File: config.mk
export PLATFORM = sky130hd
export DESIGN_NAME = mem_wb_writeback
export DESIGN_NICKNAME = d
export VERILOG_FILES = /design/src/rtl/mem_wb_writeback.sv
export SDC_FILE = /design/constraint.sdc
export NUM_CORES = 1
export LEC_CHECK = 0
export CAP_MARGIN = 20
export CORE_MARGIN = 5
export CORE_UTILIZATION = 47
export CTS_CLUSTER_SIZE = 8
export DETAILED_ROUTE_END_ITERATION = 6
export PLACE_DENSITY = 0.86
export SLEW_MARGIN = 30
export SYNTH_ARGS = -nofsm -noshare
export SYNTH_HDL_FRONTEND = slang
export SYNTH_SLANG_ARGS = --single-unit
File: constraint.sdc
create_clock -name clk -period 10.84 [get_ports clk]
set_clock_uncertainty 0.2 [all_clocks]
set_input_delay 1.084 -clock clk [delete_from_list [all_inputs] [get_ports clk]]
set_output_delay 1.084 -clock clk [all_outputs]
set_load 0.05 [all_outputs]
File: src/rtl/mem_wb_writeback.sv
// mem_wb_writeback: MEM/WB pipeline register, writeback data mux,
// EX-stage forwarding select generation and load-use stall detection.
// Optional feature macro: WB_RETIRE_CNT_EN (retired-instruction counter).
// When the macro is undefined, retire_count is tied to zero.
module mem_wb_writeback #(
  parameter int XLEN    = 64,
  parameter int RADDR_W = 5,
  parameter int CNT_W   = 32
) (
  input  logic               clk,
  input  logic               reset,
  input  logic               ex_mem_valid,
  input  logic [RADDR_W-1:0] ex_mem_rd,
  input  logic               ex_mem_regwrite,
  input  logic               ex_mem_memtoreg,
  input  logic [XLEN-1:0]    ex_mem_alu,
  input  logic [XLEN-1:0]    mem_read_data,
  input  logic               wb_stall,
  input  logic               wb_flush,
  input  logic [RADDR_W-1:0] id_ex_rs1,
  input  logic [RADDR_W-1:0] id_ex_rs2,
  input  logic               id_ex_memread,
  input  logic [RADDR_W-1:0] id_ex_rd,
  input  logic [RADDR_W-1:0] if_id_rs1,
  input  logic [RADDR_W-1:0] if_id_rs2,
  output logic [RADDR_W-1:0] mem_wb_rd,
  output logic               mem_wb_regwrite,
  output logic [XLEN-1:0]    mem_wb_mux,
  output logic [1:0]         forward_a,
  output logic [1:0]         forward_b,
  output logic               load_use_stall,
  output logic [CNT_W-1:0]   retire_count
);

  // Forward select codes, ordered as the EX-stage mux inputs.
  localparam logic [1:0] FWD_RF  = 2'b00;
  localparam logic [1:0] FWD_WB  = 2'b01;
  localparam logic [1:0] FWD_MEM = 2'b10;

  logic               r_wb_valid;
  logic [RADDR_W-1:0] r_rd;
  logic               r_regwrite;
  logic               r_memtoreg;
  logic [XLEN-1:0]    r_alu;
  logic [XLEN-1:0]    r_load;

  logic               w_hold;
  logic               w_wb_write;

  // Select the youngest producer of a source register. A load sitting in
  // EX_MEM has no data yet, so it only forwards once it reaches MEM_WB.
  function automatic logic [1:0] fwd_sel(
    input logic [RADDR_W-1:0] rs,
    input logic               em_valid,
    input logic               em_regwrite,
    input logic               em_memtoreg,
    input logic [RADDR_W-1:0] em_rd,
    input logic               wb_write,
    input logic [RADDR_W-1:0] wb_rd
  );
    logic [1:0] sel;
    if (em_valid && em_regwrite && !em_memtoreg &&
        (em_rd != {RADDR_W{1'b0}}) && (em_rd == rs)) begin
      sel = FWD_MEM;
    end else if (wb_write && (wb_rd == rs)) begin
      sel = FWD_WB;
    end else begin
      sel = FWD_RF;
    end
    return sel;
  endfunction

  // Flush overrides stall, so a register hold only happens without flush.
  assign w_hold = wb_stall & ~wb_flush;

  // MEM/WB register: flush inserts a bubble, stall holds, otherwise capture.
  always_ff @(posedge clk or posedge reset) begin
    if (reset) begin
      r_wb_valid <= 1'b0;
      r_rd       <= {RADDR_W{1'b0}};
      r_regwrite <= 1'b0;
      r_memtoreg <= 1'b0;
      r_alu      <= {XLEN{1'b0}};
      r_load     <= {XLEN{1'b0}};
    end else if (wb_flush) begin
      r_wb_valid <= 1'b0;
      r_rd       <= {RADDR_W{1'b0}};
      r_regwrite <= 1'b0;
      r_memtoreg <= 1'b0;
      r_alu      <= {XLEN{1'b0}};
      r_load     <= {XLEN{1'b0}};
    end else if (wb_stall) begin
      r_wb_valid <= r_wb_valid;
      r_rd       <= r_rd;
      r_regwrite <= r_regwrite;
      r_memtoreg <= r_memtoreg;
      r_alu      <= r_alu;
      r_load     <= r_load;
    end else begin
      r_wb_valid <= ex_mem_valid;
      r_rd       <= ex_mem_rd;
      r_regwrite <= ex_mem_regwrite & ex_mem_valid;
      r_memtoreg <= ex_mem_memtoreg;
      r_alu      <= ex_mem_alu;
      r_load     <= mem_read_data;
    end
  end

  // Register-file write enable; x0 is hardwired so writes to it are dropped.
  assign w_wb_write      = r_regwrite & r_wb_valid & (r_rd != {RADDR_W{1'b0}});
  assign mem_wb_regwrite = w_wb_write;
  assign mem_wb_rd       = r_rd;

  // Writeback data mux from the registered fields.
  always_comb begin
    mem_wb_mux = r_alu;
    if (r_memtoreg) begin
      mem_wb_mux = r_load;
    end else begin
      mem_wb_mux = r_alu;
    end
  end

  // Forwarding selects and load-use hazard detection.
  always_comb begin
    forward_a      = FWD_RF;
    forward_b      = FWD_RF;
    load_use_stall = 1'b0;
    forward_a = fwd_sel(id_ex_rs1, ex_mem_valid, ex_mem_regwrite, ex_mem_memtoreg,
                        ex_mem_rd, w_wb_write, r_rd);
    forward_b = fwd_sel(id_ex_rs2, ex_mem_valid, ex_mem_regwrite, ex_mem_memtoreg,
                        ex_mem_rd, w_wb_write, r_rd);
    if (id_ex_memread && (id_ex_rd != {RADDR_W{1'b0}}) &&
        ((id_ex_rd == if_id_rs1) || (id_ex_rd == if_id_rs2))) begin
      load_use_stall = 1'b1;
    end else begin
      load_use_stall = 1'b0;
    end
  end

`ifdef WB_RETIRE_CNT_EN
  logic [CNT_W-1:0] r_retire_count;

  // Count each valid instruction leaving writeback; wraps naturally.
  always_ff @(posedge clk or posedge reset) begin
    if (reset) begin
      r_retire_count <= {CNT_W{1'b0}};
    end else if (r_wb_valid && !w_hold) begin
      r_retire_count <= r_retire_count + {{(CNT_W-1){1'b0}}, 1'b1};
    end else begin
      r_retire_count <= r_retire_count;
    end
  end

  assign retire_count = r_retire_count;
`else
  assign retire_count = {CNT_W{1'b0}};
`endif

endmodule
After elaboration in Yosys (flattened, before gate mapping)
Index checks and enable logic that the tools add are counted.
W data, S select, Z words.
Storage, ports and cells
  logic and storage cells: 48
  flip-flop bits (word level): 136
  input bits: 166
  latch bits: 0
  memories: 0
  memory bits (writable): 0
  output and inout bits: 107
  memory bits (read-only): 0
Cells by class
  order comparisons: 0
  multiply operators: 0
  equal/unequal tests: 7
  mux-type cells: 18
  divide/modulo/power cells: 0
  shifts and indexed selects: 0
  reduce and logical (&&, ||, !) cells: 14
  bitwise logic cells: 3
  add/subtract/negate cells: 0
Operator list (number)
  $mux W64: 5
  $eq A5 B5 Y1: 6
  $reduce_bool A5 Y1: 3
  $mux W5: 2
  $logic_and A1 B1 Y1: 9
  $mux W1: 9
  $mux W2: 2
  $and A1 B1 Y1: 3
  $ne A2 B1 Y1 const B: 1
  $logic_not A1 Y1: 1
  $logic_or A1 B1 Y1: 1

Longest topological paths before layout
  depth in word-level cells: 5
  depth in mapped cells: 4
  gate-level depth less buffers: 4

Worst setup path before layout
Ideal clock, no wire load.
  kind: input to output
  from: input ex_mem_rd[0]
  to: output forward_a[0]
  path slack: 6.938 ns
  cell stages on the path: 4
  path buffers: 0
  arrival: 2.618 ns
  data required time: 9.556 ns
  cells stage by stage: nor3_1 > a211o_1 > nor4_4 > nor4_2
On the way
  cells in the longest elaborated chain, start to end: 4
  elaborated cells between the ends (all ways): 5
  those cells by class: 1 x eq/ne; 1 x mux; 3 x reduce/logical
Ends and longest elaborated chain
  start, declared: line 13  | input logic [RADDR_W-1:0] ex_mem_rd,
  $reduce_bool A5 Y1: line 63  | (em_rd != {RADDR_W{1'b0}}) && (em_rd == rs)) begin
  $logic_and A1 B1 Y1: line 62  | if (em_valid && em_regwrite && !em_memtoreg &&
  $logic_and A1 B1 Y1 *: line 63
  $mux W2 *: line 62
  end, declared: line 29  | output logic [1:0] forward_a,
Every way passes the cells marked *; elsewhere a longest branch is shown, timed or not.

Final worst setup path
  from: input ex_mem_rd[1]
  to: output forward_a[1]
Same word-level chain as after synthesis.

==> results.yml <==
run_status:
  status: "complete, no violations"
setup_path:
  r2r_slack_ps: 9400
  crit_type: "in -> out"
  crit_slowest_cell: "clkdlybuf4s50_1"
  setup.worst_path.end_class: "output port"
  arrival_ps: 3340
  max_stage_delay_ps: 860
  worstPathRequired_ps: 9560
  path_cells: "clkdlybuf4s50_1 -> nor3_1 -> a211o_1 -> nor4_4 -> clkdlybuf4s50_1"
  path_max_fanout: 4
  rr_startpoint: "r_memtoreg"
  crit_top_cell: "clkdlybuf4s50_1"
  timing.rr.end: "r_memtoreg"
  cp-start-kind: "input pin"
  rr_worst_depth: 2
place:
  gp_congestion: 0.860
  io_buffers: 240
  place_area_sq_um: 9220
  dp.final_hpwl_microns: 13000
clocking:
  cts_buffer_depth: 2
  path_clk_slew_ps: 50
  cts_setup_buffers: 0
  cts_made_buffers: 17
  cts_tree: "done"
  ctsHoldBuffers: 0
  htree_levels: 4
  postCtsResizedCells: 0
  clock_sinks: 136
  clkLatencyLatePin_ps: 400
  clock-root-buffer: "clkbuf_16"
timing:
  fin_crit_sh: 0.427
  post-route-min-period_ps: 4630
  rsz0062_at_grt: "no"
  fmax_mhz: 216
  setup_tns_ps: 0
  worst_pin_slew_ps: 930
  hold_viol_final: 0
  finalSetupViolCount: 0
  slew-limit-headroom: 0.380
  drv_slew: 0
power_and_ir_drop:
  p_total_mw: 1.40
  peakVddDrop_mv: 0.0938
  power.density_nw_per_um2: 143
  p_leak_nw: 4.64
die:
  dieArea_sq_um: 17100
  core_sq_um: 14400
  die_h_microns: 131
  fp.dieW_microns: 131
  row_count: 44
  start_util: 0.474
  ioPinCount: 273
min_path:
  holdCritPathClass: "reg -> reg"
  hold_depth: 2
  holdPathEnd: "r_load[10]"
  min_from: "r_load[10]"
cells_and_area:
  stdcell_area_sq_um: 9770
  final_layout_size_suffix_gt1_frac: 0.126
  nFillCells: 1054
  insertedDiodeCount: 0
  syn_to_final_growth_pct: 42.7
  fin_nets: 987
synth:
  yosysSeqAreaShare: 0.497
  avgSynthCellArea_sq_um: 11.5
  synth_top_area_share: 0.497
  yosysMostFrequentCell: "nor2_1"
  netlist_instances: 596
  synth-edff-count: 0
  yosys_warnings: 0
  synth-async-reset-ratio: 1.00
  yosys.area.top_type: "dfrtp_1"
  ys_ff_latch: 136
  synthDistinctLibCells: 22
  synthesis.area_sq_um: 6840
  synth_flop_cell: "dfrtp_1"
  synth_common_cells: "nor2_1, dfrtp_1, mux2i_1"
  synth_area_leaders: "dfrtp_1, mux2i_1, mux2_2"
global_routing:
  grt_start_max_net_pins: 77
  antenna_found_initial: 0
  grt.overflow.total: 0
  grt_pass1_wl_microns: 28300
  grt_pass1_vias: 5701
  grt_usage: 0.212
drt:
  totalWireLength_microns: 18200
  drt_iter0_drc: 274
  vias: 5156
  wire_per_inst_microns: 17.9
  via_per_inst: 5.07
  first_pass_iters: 4
  drcViolationCount: 0
  antenna_left: 0
job:
  cap_violations: 0
-- layout make-up --
cell class / instances / area [sq um] / area share
Timing Repair Buffer: 244 / 2440 / 0.250
Sequential cell: 136 / 3400 / 0.348
Clock inverter: 9 / 76.3 / 0.00781
Multi-Input combinational cell: 420 / 3150 / 0.322
Tap cell: 184 / 230 / 0.0236
Inverter: 2 / 10.0 / 0.00102
Clock buffer: 22 / 464 / 0.0475
-- worst max-delay path by stage --
stage	end	cells after the start	start	slack (ps)
2_1_floorplan	mem_wb_rd[0]	1	reset	5920
3_3_place_gp	forward_b[1]	5	ex_mem_rd[0]	6260
3_5_place_dp	forward_a[1]	5	ex_mem_rd[1]	6230
4_1_cts	forward_a[1]	5	ex_mem_rd[1]	6230
5_1_grt	forward_a[1]	5	ex_mem_rd[1]	6150
6_report	forward_a[1]	5	ex_mem_rd[1]	6210
-- flip-flops by register name (all words and copies together), names as in the netlist --
register	cells
r_memtoreg	1
r_wb_valid	1
r_alu	64
r_load	64
r_regwrite	1
mem_wb_rd	5
-- layout by cell type (no fill, tap or decap) --
| cell | count |
|---|---|
| a211o_1 | 1 |
| a21oi_1 | 2 |
| buf_4 | 3 |
| buf_6 | 3 |
| bufinv_16 | 1 |
| clkbuf_1 | 3 |
| clkbuf_16 | 17 |
| clkbuf_8 | 2 |
| clkdlybuf4s50_1 | 238 |
| clkinv_2 | 6 |
| clkinv_4 | 1 |
| clkinvlp_4 | 1 |
| conb_1 | 32 |
| dfrtp_1 | 135 |
| dfrtp_2 | 1 |
| inv_1 | 1 |
| inv_4 | 1 |
| mux2_2 | 64 |
| mux2i_1 | 135 |
| nand2_1 | 1 |
| nand3_1 | 4 |
| nor2_1 | 138 |
| nor3_1 | 3 |
| nor4_2 | 2 |
| nor4_4 | 2 |
| o211ai_2 | 1 |
| o21ai_0 | 1 |
| or4_1 | 4 |
| xnor2_1 | 10 |
| xor2_1 | 20 |
-- cells by family (layout without fill, tap and decap cells) --
| kind of cell | count (synthesis) | after routing | synth area share |
|---|---|---|---|
| mux | 199 | 199 | 0.303 |
| simple gates | 154 | 154 | 0.0956 |
| flops | 136 | 136 | 0.497 |
| buf+inv | 71 | 277 | 0.0601 |
| xor+xnor | 30 | 30 | 0.0384 |
| compound gates | 5 | 5 | 0.00530 |
| other cells | 1 | 32 | 0.000548 |
-- where the power goes --
| group | total, mW | internal, mW | switching (mW) |
|---|---|---|---|
| combinational | 0.315 | 0.136 | 0.179 |
| clock | 0.526 | 0.324 | 0.202 |
| sequential | 0.556 | 0.537 | 0.0195 |
-- metal layers --
layer | track usage | vias to the layer above | routed length (microns)
met5 | 0 | - | 0
met2 | 0.368 | 196 | 9330
met1 | 0.252 | 2536 | 7150
met3 | 0.0634 | 24 | 1430
li1 | - | 2400 | -
met4 | 0.0726 | 0 | 295
-- worst max-delay path: cells and delay by family --
kind / cells / cell delay [ps]
AOI/OAI and AO/OA: 1 / 370
and+or+nand+nor: 2 / 440
buffers and inverters: 2 / 1440
-- per-stage QoR --
step	hold WS, ps	cells	setup slack (ps)	utilization
CTS	324	1017	6230	0.677
global route	343	1017	6150	0.677
detailed placement	311	986	6230	0.639
floorplan	284	627	5920	-
global placement	297	986	6260	0.639
finish	317	1017	6210	0.677
Power figures use the tool's default switching activity.
